--- src/rtl/nibble_serial_add_ctrl.sv ---
// Serial WIDTH-bit add/subtract sequencer driving one shared external 4-bit adder slice,
// one nibble per clock, LSB nibble first, with carry-out and signed overflow reporting.
module nibble_serial_add_ctrl #(
  parameter int WIDTH = 16
) (
  input  logic             clk,
  input  logic             rst_n,
  input  logic             start,
  input  logic             sub,
  input  logic             cin,
  input  logic [WIDTH-1:0] a,
  input  logic [WIDTH-1:0] b,
  output logic [3:0]       add_a,
  output logic [3:0]       add_b,
  output logic             add_cin,
  input  logic [3:0]       add_s,
  input  logic             add_cout,
  output logic             busy,
  output logic             done,
  output logic [WIDTH-1:0] result,
  output logic             cout,
  output logic             ovf
);

  localparam int NIB = WIDTH / 4;
  localparam int IW  = (NIB > 1) ? $clog2(NIB) : 1;
  localparam logic [IW-1:0] LAST = IW'(NIB - 1);

  typedef enum logic [1:0] {
    IDLE = 2'd0,
    RUN  = 2'd1,
    DONE = 2'd2
  } state_t;

  state_t           state;
  logic [IW-1:0]    idx;
  logic             carry;
  logic [WIDTH-1:0] op_a;
  logic [WIDTH-1:0] op_b;

  // Adder slice inputs are live only during RUN so the shared slice sees zeros otherwise.
  always_comb begin
    add_a   = '0;
    add_b   = '0;
    add_cin = 1'b0;
    if (state == RUN) begin
      add_a   = op_a[4*idx +: 4];
      add_b   = op_b[4*idx +: 4];
      add_cin = carry;
    end
  end

  always_ff @(posedge clk or negedge rst_n) begin
    if (!rst_n) begin
      state  <= IDLE;
      idx    <= '0;
      carry  <= 1'b0;
      op_a   <= '0;
      op_b   <= '0;
      busy   <= 1'b0;
      done   <= 1'b0;
      result <= '0;
      cout   <= 1'b0;
      ovf    <= 1'b0;
    end else begin
      case (state)
        IDLE: begin
          done <= 1'b0;
          if (start) begin
            op_a   <= a;
            op_b   <= sub ? ~b : b;
            carry  <= cin ^ sub;
            idx    <= '0;
            result <= '0;
            cout   <= 1'b0;
            ovf    <= 1'b0;
            busy   <= 1'b1;
            state  <= RUN;
          end
        end
        RUN: begin
          result[4*idx +: 4] <= add_s;
          carry              <= add_cout;
          if (idx == LAST) begin
            // Final nibble: sign bits of the operands against the top sum bit give overflow.
            cout  <= add_cout;
            ovf   <= (op_a[WIDTH-1] == op_b[WIDTH-1]) && (add_s[3] != op_a[WIDTH-1]);
            done  <= 1'b1;
            state <= DONE;
          end else begin
            idx <= idx + 1'b1;
          end
        end
        DONE: begin
          done  <= 1'b0;
          busy  <= 1'b0;
          state <= IDLE;
        end
        default: begin
          done  <= 1'b0;
          busy  <= 1'b0;
          state <= IDLE;
        end
      endcase
    end
  end

endmodule

--- config.mk ---
export PLATFORM = sky130hd
export DESIGN_NAME = nibble_serial_add_ctrl
export DESIGN_NICKNAME = d
export VERILOG_FILES = /design/src/rtl/nibble_serial_add_ctrl.sv
export SDC_FILE = /design/constraint.sdc
export NUM_CORES = 1
export LEC_CHECK = 0
export ABC_AREA = 1
export BUFFER_PORTS_ARGS = -buffer_cell sky130_fd_sc_hd__buf_2
export CORE_MARGIN = 2
export CORE_UTILIZATION = 35
export DETAILED_ROUTE_END_ITERATION = 8
export SYNTH_ARGS = -nofsm -noshare
export SYNTH_HDL_FRONTEND = slang
export SYNTH_SLANG_ARGS = --single-unit
--- constraint.sdc ---
create_clock -name clk -period 4.3 [get_ports clk]
set_input_delay 0.86 -clock clk [delete_from_list [all_inputs] [get_ports clk]]
set_output_delay 0.86 -clock clk [all_outputs]
set_load 0.005 [all_outputs]
### Yosys cells after proc, flatten, opt, wreduce, memory -nomap -nowiden

Cells that the tools add are included.

| word-level totals | value |
|---|---|
| register bits | 57 |
| input bits | 42 |
| output and inout bits | 29 |
| word-level logic and storage cells | 59 |

| cells by class | value |
|---|---|
| $add $sub $neg | 2 |
| equal/unequal tests | 7 |
| shift operators | 4 |
| muxes and demuxes | 24 |
| bitwise logic cells | 3 |
| reduce and logical (&&, ||, !) cells | 9 |

Operator list:

| kind | number |
|---|---|
| negator 4 -> 34 bit | 1 |
| variable shift 4 x 34 -> 16 bit (first input constant) | 1 |
| variable part select 4 x 34 -> 16 bit | 1 |
| two-way mux 16 bit | 2 |
| one-hot mux 16 bit (2 select lines) | 1 |
| variable part select 16 x 5 -> 4 bit | 2 |
| bitwise mux 16 bit | 1 |
| NOT 16 bit | 1 |
| two-way mux 1 bit | 8 |
| two-way mux 2 bit | 4 |
| two-way mux 4 bit | 2 |
| one-hot mux 1 bit (2 select lines) | 4 |
| one-hot mux 2 bit (2 select lines) | 2 |
| AND reduction 2 bit | 4 |
| AND reduction 3 bit | 2 |
| inequality test 2 bit (second input constant) | 2 |
| adder 2 x 1 -> 2 bit (second input constant) | 1 |
| equality test 2 x 1 -> 1 bit (second input constant) | 1 |
| equality test 2 bit (second input constant) | 1 |
| zero test 2 bit | 1 |
| inequality test 2 x 1 -> 1 bit (second input constant) | 1 |
| nonzero test 2 bit | 1 |
| equality test 1 bit | 1 |
| logical AND 1 bit | 1 |
| 3 further kinds | 3 |

### Logic depth before layout (Yosys ltp)

| depth | value |
|---|---|
| depth in word-level cells | 4 |
| gate-level depth with buffers | 8 |
| gate-level depth less buffers | 7 |

### Least setup slack after synthesis

Ideal clock, no wire load.

| path | value |
|---|---|
| path type | flip-flop to output port |
| from | register idx[1] |
| to | output add_a[0] |
| data arrival time | 1064 ps |
| required time | 3440 ps |
| path slack | 2376 ps |
| cell stages (with the launch flop) | 6 |
| buffers on the path | 1 |
| path through | dfrtp_1 -> buf_4 -> clkinv_1 -> nor2_1 -> nand2_1 -> a21oi_1 |

| between the ends | value |
|---|---|
| longest elaborated chain between the ends | 2 |

RTL lines:

| item | line | RTL |
|---|---|---|
| from (decl) | 36 | `logic [IW-1:0] idx;` |
| from (signal assigned) | 91 | `idx <= idx + 1'b1;` |
| variable part select 16 x 5 -> 4 bit | 47 | `add_a = op_a[4*idx +: 4];` |
| two-way mux 4 bit | 46 | `if (state == RUN) begin` |
| to (decl) | 13 | `output logic [3:0] add_a,` |

No other way between the ends.

### Final worst setup path

| path | value |
|---|---|
| from | register idx[1] |
| to | output add_a[3] |

The elaborated chain is that of the path after synthesis.

==> results by group <==
Outcome
  • Outcome: complete, no violations

Final layout
  • Diodes inserted: 0
  • Area grow syn2layout: 20.2%
  • Layout cells sized above 1: about 22%
  • Final non-filler cell total: ~550
  • # nets final: 490
  • Post-route cell area: 0.00348 mm^2
  • Fin util: 42.8%

Die
  • Site Rows: 33
  • Starting density of the core: between 30% and 40%
  • Core area: between 0.008 and 0.009 mm^2
  • I/O pin total: roughly 70
  • Die H: ~95 um
  • Die X: roughly 95 um
  • Die area: around 0.0090 mm^2

Power
  • Peak supply drop: 0.177 mV
  • Cell Pwr Density: 665 mW/mm^2
  • Leak: roughly 1.9 nW

Timing
  • Period utilisation layout: about 64%
  • Setup violators final: 0
  • RSZ-0062 raised after global routing: false
  • Clock Skew: about 0.0075 ns
  • Worst hold slack: roughly 0.47 ns
  • Slew Limit Headroom: 62.5%
  • Final Hold Viols: 0
  • Max Transition Viols Final: 0
  • Tmin final: between 2 and 3 ns
  • Slew @ Worst Pin: around 0.56 ns
  • Max frequency: roughly 360 MHz
  • Setup_tns: 0 ns

Logic synthesis
  • Avg Cell Area, Syn: slightly below 8 um^2
  • Yosys cell types: 23
  • Sequential-to-total area share from yosys stat: between 40% and 50%
  • Post-Synthesis Cells: 374
  • Synthesized flop and latch total: between 50 and 60
  • Top cells by area, synth: dfrtp_1, nand2_1, nor2_1
  • Post-synth top area share: between 40 and 50%
  • Yosys top cell by area: dfrtp_1
  • Yosys warnings: 0
  • Cell area after synthesis: between 0.002 and 0.003 mm^2
  • Mapped Nets: approximately 420

Route
  • # DRC: 0
  • Detail Route Antenna Nets: 0
  • Via count: between 2000 and 2500
  • Routed WL: ~6700 um
  • DR vias/cell: between 4 and 5
  • WL/cell: about 12 um
  • DR iter-0 viols: between 100 and 150
  • Drt first pass iters: 6

Worst hold path
  • Min-Delay Endpoint: result[0]
  • WHS Path Cells: 2
  • Worst Hold Class: reg -> reg
  • Hold Startpoint: result[0]

CTS
  • CTS Root Cell: clkbuf_8
  • Worst-path clk slew: about 0.06 ns
  • Cts hold-fix bufs: 0
  • Clock Tree Buf Depth: 2
  • Post-CTS Setup Repair Bufs: 0
  • TritonCTS Sinks: 57
  • Num CTS Buffers: 9
  • Worst-Skew Late Latency: between 0.3 and 0.4 ns
  • H-tree depth: 3
  • CTS tree: built
  • Number of gates resized after cts: 0

Critical path
  • Crit Path Class: reg -> out
  • Worst reg2reg endpoint: result[7]
  • Worst reg-to-reg path cell count: 6
  • CP max FO: 13
  • Setup slack, reg-to-reg: 2.07 ns
  • Critical Path RT: about 3.4 ns
  • Worst flop-to-flop path startpoint: idx[1]
  • Nature of the critical path startpoint: flop
  • WP data arrival: about 1.9 ns
  • Crit end category: primary output

Place
  • Placed cell area: 0.00330 mm^2
  • Input/output buffers: 70
  • Post-DP HPWL: ~4800 um
  • Dpl cells: around 540
  • Routability cong.: between 0.8 and 0.9

GRT
  • Vias in the first global route: approximately 2400
  • Largest net degree at the start of global routing: 54
  • Global-route usage over all layers: ~16%
  • Remaining global-route overflow: 0
  • First-pass GRT wire length: between 10000 and 15000 um
  • Initial antenna violation count: 0

Run
  • MaxCap Viol Count: 0
[routing by layer]
metal	global-route usage, %	routed length, um	share of wire [%]
met1	21.4	3180	47
met2	25.2	3060	46
met3	3.08	275	4.1
met4	8.70	188	2.8
met5	0	0	0
[per-stage QoR]
stage | setup slack (ns) | power, W
after floorplan | 2.38 | 0.00157
after global routing | 1.28 | 0.00255
after detailed placement | 1.87 | 0.00187
after CTS | 1.51 | 0.00234
after global placement | 1.93 | 0.00186
final | 1.55 | 0.00232
[critical path: stages, from the launching register on]
cell      delay, ns
dfrtp_1        0.59
clkinv_1       0.42
nor2_1         0.20
nand2_1        0.06
a21oi_1        0.15
buf_2          0.14
[cell type report]
cell class / instances / area (um^2)
fillers: 839 / 4650
multi-input cells: 268 / 1250
repair buffers: 72 / 365
well taps: 105 / 131
clock inverters: 3 / 15.0
flip-flops and latches: 57 / 1430
clock buffers: 12 / 165
inverters: 34 / 128
[sequential cells by signal, indices dropped and copies added (netlist names)]
signal  cells
op_a       16
op_b       16
result     16
idx         2
state       2
busy        1
carry       1
cout        1
done        1
ovf         1
[power by group]
group / switching, W / leakage [nW] / internal, W
clock network: 0.000207 / 0.0980 / 0.000250
logic: 0.000608 / 1.09 / 0.000362
registers: 0.000140 / 0.728 / 0.000751
[worst max-delay path by stage]
stage                     cells after the start  startpoint  slack [ns]       end
after global routing                          5      idx[1]        1.28  add_b[0]
after CTS                                     5      idx[1]        1.51  add_b[3]
after floorplan                               5      idx[1]        2.38  add_a[0]
after detailed placement                      5      idx[1]        1.87  add_b[3]
final                                         5      idx[1]        1.55  add_a[3]
after global placement                        5      idx[1]        1.93  add_b[0]
[cells by family after synthesis]
logic type / after synthesis / share of synthesized area (%)
buffers and inverters: 49 / 7.60
adders and majority gates: 6 / 2.59
DFF: 57 / 49.2
AOI/OAI and AO/OA: 39 / 6.73
and+or+nand+nor: 207 / 29.0
xor gates and xnor gates: 16 / 4.83
[synthesized netlist by cell type]
library cell / n
dfrtp_1: 57
clkbuf_1: 1
buf_4: 5
clkinv_1: 2
nor3_1: 2
buf_2: 8
nand2_1: 134
a21oi_1: 9
nand2_2: 2
ha_1: 6
nand3_1: 19
o21ai_1: 10
inv_1: 29
nand2_4: 1
nand4_1: 1
buf_6: 1
xnor2_1: 16
nor2_1: 45
nand3_4: 1
nor2_4: 1
o21ai_0: 20
inv_2: 3
nor2_2: 1
[layout by cell type (no fill, tap or decap), drive strengths merged, types with 9 or more instances in the layout]
cell    netlist  layout
dfrtp        57      57
buf          14      72
nand3        20      20
nand2       137     137
a21oi         9       9
inv          32      32
xnor2        16      16
o21ai        30      30
nor2         47      47
clkbuf        1      12
(Power assumes the default switching activity.)
